<file path="src/rtl/window_bank_manager_pkg.sv">
// Shared types and defaults for the window/variance cache bank manager.
// Bank 0/1 correspond to the legacy A/B double buffer when NUM_BANKS is 2.
package window_bank_manager_pkg;

    localparam int DEFAULT_NUM_BANKS = 2;
    localparam int DEFAULT_ADDR_W    = 10;
    localparam int DEFAULT_DATA_W    = 32;

    typedef enum logic [1:0] {
        FREE    = 2'd0,
        FILLING = 2'd1,
        READY   = 2'd2,
        BUSY    = 2'd3
    } bank_state_t;

    typedef struct packed {
        logic fill_valid;
        logic fill_done;
        logic wr_we;
    } struct_bank_fill;

    typedef struct packed {
        logic offer;
        logic ready;
        logic done;
    } struct_bank_dispatch;

endpackage

</file>
<file path="src/rtl/window_bank_manager_if.sv">
// Loader, consumer and bank-side signals of the bank manager.
// The manager uses the slave modport; loader/consumers drive the master side.
interface window_bank_manager_if
    import window_bank_manager_pkg::*;
#(
    parameter int NUM_BANKS = DEFAULT_NUM_BANKS,
    parameter int ADDR_W    = DEFAULT_ADDR_W,
    parameter int DATA_W    = DEFAULT_DATA_W
);
    localparam int BANK_W = $clog2(NUM_BANKS);

    logic                 fill_valid;
    logic                 fill_ready;
    logic [BANK_W-1:0]    fill_bank;
    logic                 fill_done;
    logic                 wr_we;
    logic [ADDR_W-1:0]    wr_addr;
    logic [DATA_W-1:0]    wr_data;
    logic [NUM_BANKS-1:0] bank_we;
    logic [ADDR_W-1:0]    bank_waddr;
    logic [DATA_W-1:0]    bank_wdata;
    logic                 eval_valid;
    logic                 eval_ready;
    logic [BANK_W-1:0]    eval_bank;
    logic                 eval_done;
    logic [BANK_W-1:0]    eval_done_bank;
    logic                 var_valid;
    logic                 var_ready;
    logic [BANK_W-1:0]    var_bank;
    logic                 var_done;
    logic [BANK_W-1:0]    var_done_bank;
    logic [BANK_W:0]      free_count;
    logic                 err;

    modport master (
        output fill_valid, fill_done, wr_we, wr_addr, wr_data,
        output eval_ready, eval_done, eval_done_bank,
        output var_ready, var_done, var_done_bank,
        input  fill_ready, fill_bank, bank_we, bank_waddr, bank_wdata,
        input  eval_valid, eval_bank, var_valid, var_bank, free_count, err
    );

    modport slave (
        input  fill_valid, fill_done, wr_we, wr_addr, wr_data,
        input  eval_ready, eval_done, eval_done_bank,
        input  var_ready, var_done, var_done_bank,
        output fill_ready, fill_bank, bank_we, bank_waddr, bank_wdata,
        output eval_valid, eval_bank, var_valid, var_bank, free_count, err
    );

endinterface

</file>
<file path="src/rtl/window_bank_manager_dispatch_port.sv">
// One consumer's view of bank dispatch: tracks whether the current offer was
// accepted and which BUSY banks this consumer has reported done.
module window_bank_manager_dispatch_port
    import window_bank_manager_pkg::*;
#(
    parameter int NUM_BANKS = DEFAULT_NUM_BANKS,
    parameter int BANK_W    = $clog2(NUM_BANKS)
) (
    input  logic                 clk,
    input  logic                 resetn,
    input  struct_bank_dispatch  req,
    input  logic [BANK_W-1:0]    done_bank,
    input  logic                 both_accepted,
    input  logic [NUM_BANKS-1:0] busy,
    input  logic [NUM_BANKS-1:0] release_vec,
    output logic                 valid,
    output logic                 accepted,
    output logic [NUM_BANKS-1:0] done_vec,
    output logic                 done_err
);

    logic                 accepted_q, accepted_d;
    logic [NUM_BANKS-1:0] done_q, done_d, done_set;

    assign valid    = req.offer && !accepted_q;
    assign accepted = accepted_q || (valid && req.ready);

    // The flag stays set until the other consumer has also taken the offer.
    always_comb begin
        accepted_d = accepted && !both_accepted;
    end

    // A done only counts for a BUSY bank not already reported by this consumer.
    always_comb begin
        done_set = '0;
        for (int b = 0; b < NUM_BANKS; b++) begin
            if (req.done && (done_bank == BANK_W'(b)) && busy[b] && !done_q[b]) begin
                done_set[b] = 1'b1;
            end
        end
        done_err = req.done && (done_set == '0);
        done_vec = done_q | done_set;
    end

    always_comb begin
        done_d = done_vec & ~release_vec;
    end

    always_ff @(posedge clk) begin
        if (!resetn) begin
            accepted_q <= 1'b0;
            done_q     <= '0;
        end else begin
            accepted_q <= accepted_d;
            done_q     <= done_d;
        end
    end

endmodule

</file>
<file path="src/rtl/window_bank_manager.sv">
// N-bank ownership manager: loader fills a FREE bank, both consumers receive it
// in fill order, and the bank returns to FREE once both have reported done.
module window_bank_manager
    import window_bank_manager_pkg::*;
#(
    parameter int NUM_BANKS = DEFAULT_NUM_BANKS,
    parameter int ADDR_W    = DEFAULT_ADDR_W,
    parameter int DATA_W    = DEFAULT_DATA_W
) (
    input logic                  clk,
    input logic                  resetn,
    window_bank_manager_if.slave bus
);

    localparam int BANK_W = $clog2(NUM_BANKS);
    localparam logic [BANK_W-1:0] LAST_BANK = BANK_W'(NUM_BANKS - 1);

    bank_state_t          state_q [NUM_BANKS];
    bank_state_t          state_d [NUM_BANKS];
    logic [BANK_W-1:0]    fill_ptr_q, fill_ptr_d;
    logic [BANK_W-1:0]    disp_ptr_q, disp_ptr_d;
    logic                 err_q, err_d;
    logic [NUM_BANKS-1:0] bank_we_q, bank_we_d;
    logic [ADDR_W-1:0]    bank_waddr_q, bank_waddr_d;
    logic [DATA_W-1:0]    bank_wdata_q, bank_wdata_d;

    struct_bank_fill      fill_in;
    struct_bank_dispatch  eval_req, var_req;
    logic                 filling_any, fill_ptr_free, disp_ready, fill_ready, fill_grant;
    logic [NUM_BANKS-1:0] busy, release_vec, eval_done_vec, var_done_vec;
    logic                 eval_valid, var_valid, eval_accepted, var_accepted, both_accepted;
    logic                 eval_done_err, var_done_err;
    logic [BANK_W:0]      free_count;

    function automatic logic [BANK_W-1:0] next_bank(input logic [BANK_W-1:0] ptr);
        return (ptr == LAST_BANK) ? '0 : ptr + 1'b1;
    endfunction

    assign fill_in = '{fill_valid: bus.fill_valid, fill_done: bus.fill_done, wr_we: bus.wr_we};

    always_comb begin
        filling_any   = 1'b0;
        fill_ptr_free = 1'b0;
        disp_ready    = 1'b0;
        busy          = '0;
        free_count    = '0;
        for (int b = 0; b < NUM_BANKS; b++) begin
            if (state_q[b] == FILLING) filling_any = 1'b1;
            if (state_q[b] == BUSY) busy[b] = 1'b1;
            if (state_q[b] == FREE) free_count = free_count + (BANK_W+1)'(1);
            if ((BANK_W'(b) == fill_ptr_q) && (state_q[b] == FREE)) fill_ptr_free = 1'b1;
            if ((BANK_W'(b) == disp_ptr_q) && (state_q[b] == READY)) disp_ready = 1'b1;
        end
    end

    assign fill_ready    = fill_ptr_free && !filling_any;
    assign fill_grant    = fill_in.fill_valid && fill_ready;
    assign eval_req      = '{offer: disp_ready, ready: bus.eval_ready, done: bus.eval_done};
    assign var_req       = '{offer: disp_ready, ready: bus.var_ready, done: bus.var_done};
    assign both_accepted = disp_ready && eval_accepted && var_accepted;
    assign release_vec   = busy & eval_done_vec & var_done_vec;

    window_bank_manager_dispatch_port #(.NUM_BANKS(NUM_BANKS), .BANK_W(BANK_W)) u_eval_port (
        .clk(clk), .resetn(resetn), .req(eval_req), .done_bank(bus.eval_done_bank),
        .both_accepted(both_accepted), .busy(busy), .release_vec(release_vec),
        .valid(eval_valid), .accepted(eval_accepted), .done_vec(eval_done_vec),
        .done_err(eval_done_err)
    );

    window_bank_manager_dispatch_port #(.NUM_BANKS(NUM_BANKS), .BANK_W(BANK_W)) u_var_port (
        .clk(clk), .resetn(resetn), .req(var_req), .done_bank(bus.var_done_bank),
        .both_accepted(both_accepted), .busy(busy), .release_vec(release_vec),
        .valid(var_valid), .accepted(var_accepted), .done_vec(var_done_vec),
        .done_err(var_done_err)
    );

    // The FILLING bank is always fill_ptr: the pointer only moves on fill_done.
    always_comb begin
        for (int b = 0; b < NUM_BANKS; b++) state_d[b] = state_q[b];
        fill_ptr_d   = fill_ptr_q;
        disp_ptr_d   = disp_ptr_q;
        err_d        = err_q;
        bank_we_d    = '0;
        bank_waddr_d = bank_waddr_q;
        bank_wdata_d = bank_wdata_q;
        for (int b = 0; b < NUM_BANKS; b++) begin
            if (fill_grant && (BANK_W'(b) == fill_ptr_q)) state_d[b] = FILLING;
            if (fill_in.fill_done && filling_any && (BANK_W'(b) == fill_ptr_q)) state_d[b] = READY;
            if (both_accepted && (BANK_W'(b) == disp_ptr_q)) state_d[b] = BUSY;
            if (release_vec[b]) state_d[b] = FREE;
            if (fill_in.wr_we && filling_any && (BANK_W'(b) == fill_ptr_q)) bank_we_d[b] = 1'b1;
        end
        if (fill_in.wr_we && filling_any) begin
            bank_waddr_d = bus.wr_addr;
            bank_wdata_d = bus.wr_data;
        end
        if (fill_in.fill_done && filling_any) fill_ptr_d = next_bank(fill_ptr_q);
        if (both_accepted) disp_ptr_d = next_bank(disp_ptr_q);
        if (((fill_in.wr_we || fill_in.fill_done) && !filling_any) || eval_done_err || var_done_err) begin
            err_d = 1'b1;
        end
    end

    always_ff @(posedge clk) begin
        if (!resetn) begin
            for (int b = 0; b < NUM_BANKS; b++) state_q[b] <= FREE;
            fill_ptr_q   <= '0;
            disp_ptr_q   <= '0;
            err_q        <= 1'b0;
            bank_we_q    <= '0;
            bank_waddr_q <= '0;
            bank_wdata_q <= '0;
        end else begin
            for (int b = 0; b < NUM_BANKS; b++) state_q[b] <= state_d[b];
            fill_ptr_q   <= fill_ptr_d;
            disp_ptr_q   <= disp_ptr_d;
            err_q        <= err_d;
            bank_we_q    <= bank_we_d;
            bank_waddr_q <= bank_waddr_d;
            bank_wdata_q <= bank_wdata_d;
        end
    end

    assign bus.fill_ready = fill_ready;
    assign bus.fill_bank  = fill_ptr_q;
    assign bus.bank_we    = bank_we_q;
    assign bus.bank_waddr = bank_waddr_q;
    assign bus.bank_wdata = bank_wdata_q;
    assign bus.eval_valid = eval_valid;
    assign bus.eval_bank  = disp_ptr_q;
    assign bus.var_valid  = var_valid;
    assign bus.var_bank   = disp_ptr_q;
    assign bus.free_count = free_count;
    assign bus.err        = err_q;

endmodule
</file>
<file path="src/flat_wrapper.sv">
// flat-port wrapper written by rule: the top's interface ports become plain ports
module window_bank_manager_flat import window_bank_manager_pkg::*;
#(
    parameter int NUM_BANKS = DEFAULT_NUM_BANKS,
    parameter int ADDR_W    = DEFAULT_ADDR_W,
    parameter int DATA_W    = DEFAULT_DATA_W
)
  (clk, resetn, bus_fill_valid, bus_fill_done, bus_wr_we, bus_wr_addr, bus_wr_data, bus_eval_ready, bus_eval_done, bus_eval_done_bank, bus_var_ready, bus_var_done, bus_var_done_bank, bus_fill_ready, bus_fill_bank, bus_bank_we, bus_bank_waddr, bus_bank_wdata, bus_eval_valid, bus_eval_bank, bus_var_valid, bus_var_bank, bus_free_count, bus_err);
  window_bank_manager_if #(.NUM_BANKS(NUM_BANKS), .ADDR_W(ADDR_W), .DATA_W(DATA_W)) bus_i ();
  input logic clk;
  input logic resetn;
  input wire logic [$bits(bus_i.fill_valid)-1:0] bus_fill_valid;
  input wire logic [$bits(bus_i.fill_done)-1:0] bus_fill_done;
  input wire logic [$bits(bus_i.wr_we)-1:0] bus_wr_we;
  input wire logic [$bits(bus_i.wr_addr)-1:0] bus_wr_addr;
  input wire logic [$bits(bus_i.wr_data)-1:0] bus_wr_data;
  input wire logic [$bits(bus_i.eval_ready)-1:0] bus_eval_ready;
  input wire logic [$bits(bus_i.eval_done)-1:0] bus_eval_done;
  input wire logic [$bits(bus_i.eval_done_bank)-1:0] bus_eval_done_bank;
  input wire logic [$bits(bus_i.var_ready)-1:0] bus_var_ready;
  input wire logic [$bits(bus_i.var_done)-1:0] bus_var_done;
  input wire logic [$bits(bus_i.var_done_bank)-1:0] bus_var_done_bank;
  output wire logic [$bits(bus_i.fill_ready)-1:0] bus_fill_ready;
  output wire logic [$bits(bus_i.fill_bank)-1:0] bus_fill_bank;
  output wire logic [$bits(bus_i.bank_we)-1:0] bus_bank_we;
  output wire logic [$bits(bus_i.bank_waddr)-1:0] bus_bank_waddr;
  output wire logic [$bits(bus_i.bank_wdata)-1:0] bus_bank_wdata;
  output wire logic [$bits(bus_i.eval_valid)-1:0] bus_eval_valid;
  output wire logic [$bits(bus_i.eval_bank)-1:0] bus_eval_bank;
  output wire logic [$bits(bus_i.var_valid)-1:0] bus_var_valid;
  output wire logic [$bits(bus_i.var_bank)-1:0] bus_var_bank;
  output wire logic [$bits(bus_i.free_count)-1:0] bus_free_count;
  output wire logic [$bits(bus_i.err)-1:0] bus_err;
  assign bus_i.fill_valid = bus_fill_valid;
  assign bus_i.fill_done = bus_fill_done;
  assign bus_i.wr_we = bus_wr_we;
  assign bus_i.wr_addr = bus_wr_addr;
  assign bus_i.wr_data = bus_wr_data;
  assign bus_i.eval_ready = bus_eval_ready;
  assign bus_i.eval_done = bus_eval_done;
  assign bus_i.eval_done_bank = bus_eval_done_bank;
  assign bus_i.var_ready = bus_var_ready;
  assign bus_i.var_done = bus_var_done;
  assign bus_i.var_done_bank = bus_var_done_bank;
  assign bus_fill_ready = bus_i.fill_ready;
  assign bus_fill_bank = bus_i.fill_bank;
  assign bus_bank_we = bus_i.bank_we;
  assign bus_bank_waddr = bus_i.bank_waddr;
  assign bus_bank_wdata = bus_i.bank_wdata;
  assign bus_eval_valid = bus_i.eval_valid;
  assign bus_eval_bank = bus_i.eval_bank;
  assign bus_var_valid = bus_i.var_valid;
  assign bus_var_bank = bus_i.var_bank;
  assign bus_free_count = bus_i.free_count;
  assign bus_err = bus_i.err;
  window_bank_manager #(.NUM_BANKS(NUM_BANKS), .ADDR_W(ADDR_W), .DATA_W(DATA_W)) u_core (.clk(clk), .resetn(resetn), .bus(bus_i));
endmodule
</file>
<file path="config.mk">
export PLATFORM = sky130hd
export DESIGN_NAME = window_bank_manager_flat
export DESIGN_NICKNAME = d
export VERILOG_FILES = /design/src/rtl/window_bank_manager_pkg.sv /design/src/rtl/window_bank_manager_if.sv /design/src/rtl/window_bank_manager_dispatch_port.sv /design/src/rtl/window_bank_manager.sv /design/src/flat_wrapper.sv
export SDC_FILE = /design/constraint.sdc
export NUM_CORES = 1
export LEC_CHECK = 0
export ABC_CLOCK_PERIOD_IN_PS = 2009
export BUFFER_PORTS_ARGS = -buffer_cell sky130_fd_sc_hd__buf_2
export CAP_MARGIN = 25
export CORE_UTILIZATION = 45
export DETAILED_ROUTE_END_ITERATION = 12
export PLACE_DENSITY_LB_ADDON = 0.3
export RECOVER_POWER = 100
export SYNTH_ARGS = -nofsm -noshare
export SYNTH_HDL_FRONTEND = slang
export SYNTH_SLANG_ARGS = --single-unit
export TNS_END_PERCENT = 10
</file>
<file path="constraint.sdc">
create_clock -name clk -period 2.01 [get_ports clk]
set_input_delay 0.3015 -clock clk [delete_from_list [all_inputs] [get_ports clk]]
set_output_delay 0.3015 -clock clk [all_outputs]
set_load 0.1 [all_outputs]
</file>
==> impl_metrics.py <==
metrics = {
    "run_status": {
        "status": "complete, no violations",
    },
    "placed_design": {
        "io_buffers": 105,
        "gp_congestion": 0.827,
        "hpwl_um": 3640,
        "placed_area_sq_um": 2990,
        "place_inst": 440,
    },
    "global_routing": {
        "overflow": 0,
        "grt_pass1_vias": 1844,
        "grtUsageTotal_pct": 19.7,
        "grt_pass1_wl_um": 8030,
        "antenna_found_initial": 0,
        "grt_max_degree": 45,
    },
    "power_and_ir_drop": {
        "power.density_nw_per_um2": 1140,
        "power_uw": 3600,
        "peakVddDrop_v": 0.000817,
        "p_leak_uw": 0.00140,
    },
    "synthesis": {
        "ys_seq_area_share_pct": 48.1,
        "async_reset_ff_share_pct": 0,
        "synth_edf_count": 0,
        "ys_types": 40,
        "synthCells": 278,
        "ys_ff_latch": 57,
        "synth.area.top_cells": "dfxtp_1 48%, nand2_1 14%, a21boi_1 13%, buf_6 2.4%, nor2_1 2.4%",
        "ys.flop_type": "dfxtp_1",
        "syn_area_sq_um": 2370,
        "synth_top_area_share_pct": 48.1,
        "yosysTopAreaCell": "dfxtp_1",
        "syn-num-nets": 332,
        "yosysWarnings": 0,
        "avgSynthCellArea_sq_um": 8.54,
    },
    "clock_tree": {
        "cts_root_buf": "clkbuf_8",
        "cts_tree": "yes",
        "clock_sinks": 57,
        "cts_buffers": 9,
        "clock_path_buffers": 2,
        "h-tree-depth": 3,
        "insertion_delay_ns": 0.33,
        "cts.clk_slew.worst_paths_ns": 0.06,
    },
    "setup_path": {
        "start_kind": "flip-flop",
        "crit_path_top_delay_cell": "or3b_4",
        "crit_path_end_kind": "output port",
        "required_ns": 1.71,
        "worstPathCellList": "or3b_4 > and2_4 > nor2_4 > buf_6",
        "cp_max_fo": 9,
        "crit_type": "reg2out",
        "max_stage_delay_ns": 0.42,
        "worstPathArrival_ns": 1.62,
    },
    "floorplanning": {
        "rows": 26,
        "die_w_um": 74.6,
        "die_h_um": 74.6,
        "coreArea_sq_um": 5110,
        "start_util_pct": 46.5,
        "dieArea_sq_um": 5570,
        "pin_count": 106,
    },
    "min_path": {
        "hold_class": "in2reg",
    },
    "timing": {
        "post-route-period-util_pct": 95.7,
        "setup_violations": 0,
        "relSlewSlack_pct": 44.0,
        "finalHoldViolations": 0,
        "fmax_mhz": 520,
        "holdWs_ns": 0.209,
        "worstMarginPinSlew_ns": 0.839,
        "min_period_ns": 1.92,
        "clock_skew_ns": 0.00502,
        "finalMaxSlewViolations": 0,
        "grt_setup_unrepaired": "no",
    },
    "finish": {
        "fill_cells": 469,
        "final_area_sq_um": 3170,
        "area_delta_synth_final_pct": 33.5,
        "post-route-util_pct": 62.1,
        "stdcell_count": 456,
        "n_antenna_cell": 0,
        "finalNetCount": 435,
        "drive_above_1_share_pct": 35.8,
    },
    "routing": {
        "drtPass1Iterations": 4,
        "viasPerCell": 4.82,
        "drcViolationCount": 0,
        "ant_nets": 0,
        "drt-initial-drc-count": 77,
        "via_count": 2199,
        "drt-wirelength-per-cell_um": 11.7,
        "routed_wl_um": 5320,
    },
    "flow_run": {
        "cap_violations": 0,
    },
}
-- power by group --
| part | switching [uW] | internal (uW) |
|---|---|---|
| Clock | 434 | 673 |
| Combinational | 966 | 256 |
| Sequential | 58.5 | 1220 |
-- worst max-delay path, delay by kind of cell (launching register included) --
family	cells	cell delay, ns
AND/OR/NAND/NOR	3	0.69
flip-flops	1	0.37
buffers and inverters	1	0.22
-- stage by stage --
stage | TNS (ns) | setup WS (ns)
detailed placement | 0 | 0.331
global placement | 0 | 0.345
global route | 0 | 0.00826
finish | 0 | 0.0868
CTS | 0 | 0.0221
floorplan | -0.106 | -0.106
-- cell usage after synthesis, types with 2 or more instances --
cell	n
a21boi_0	3
clkbuf_1	6
buf_4	2
o21ai_0	3
o21bai_1	2
inv_1	4
nor2b_1	3
and2_1	3
buf_6	5
o311ai_1	2
a21oi_1	4
nor2_1	15
a31oi_1	8
nand2_1	91
buf_2	5
a21boi_1	40
and3_1	3
dfxtp_1	57
-- kinds of logic (layout without fill, tap and decap cells) --
logic type | Yosys count | in the layout | synth area share [%]
simple gates | 124 | 124 | 22.3
compound gates | 73 | 73 | 23.1
flops | 57 | 57 | 48.1
buf+inv | 22 | 130 | 5.64
fa+ha+maj | 1 | 1 | 0.527
xor+xnor | 1 | 1 | 0.369
-- cells in the final DEF, fill, tap and decap left out, types with 2 or more instances in the layout --
| master | count |
|---|---|
| dfxtp_2 | 4 |
| clkbuf_2 | 51 |
| buf_4 | 4 |
| dfxtp_1 | 53 |
| buf_2 | 52 |
| nor2_4 | 2 |
| o21ai_0 | 4 |
| a21boi_0 | 43 |
| a21oi_1 | 5 |
| inv_1 | 4 |
| and3_1 | 3 |
| a31oi_1 | 8 |
| clkbuf_8 | 12 |
| nor2b_1 | 3 |
| nor2_1 | 13 |
| o21bai_1 | 2 |
| and2_1 | 2 |
| nand2_1 | 91 |
| clkbuf_1 | 2 |
| buf_6 | 2 |
-- state kept, by name, indices dropped and copies added, names as in the netlist, 2 cells and up --
signal	cells
u_core.u_eval_port.done_q	2
u_core.bus.bank_wdata	32
u_core.state_q	4
u_core.bus.bank_we	2
u_core.bus.bank_waddr	10
u_core.u_var_port.done_q	2
-- metal layers --
metal | GRT usage, % | up-vias | share of wire (%)
li1 | - | 1134 | -
met1 | 21.7 | 964 | 45
met2 | 33.8 | 87 | 46
met3 | 5.49 | 14 | 6.3
met4 | 11.9 | 0 | 2.8
met5 | 0 | - | 0
-- area by class of cell --
class,count,area [sq um],share of cell area [%]
clock buffer,14,173,5.45
clock inverter,2,35.0,1.10
inverter,4,15.0,0.474
multi-input combinational,199,1130,35.5
sequential,57,1150,36.1
tap,70,87.6,2.76
timing repair buffer,110,588,18.5
-- final timing paths --
check / start / end / slack, ns / depth (start not counted)
max reg2reg: u_core.state_q[0][1] / u_core.bus.bank_waddr[6] / 0.20 / 6
max: u_core.state_q[0][0] / bus_var_valid / 0.09 / 4
min reg2reg: u_core.bus.bank_waddr[9] / u_core.bus.bank_waddr[9] / 0.46 / 2
min: bus_wr_data[16] / u_core.bus.bank_wdata[16] / 0.21 / 3
-- timing repair --
item                       4_1_cts  5_1_grt
setup endpoints to repair        2        3
resized for setup                1        3
setup buffers                    0        0
hold buffers                     0        0
Power figures use the tool's default switching activity.
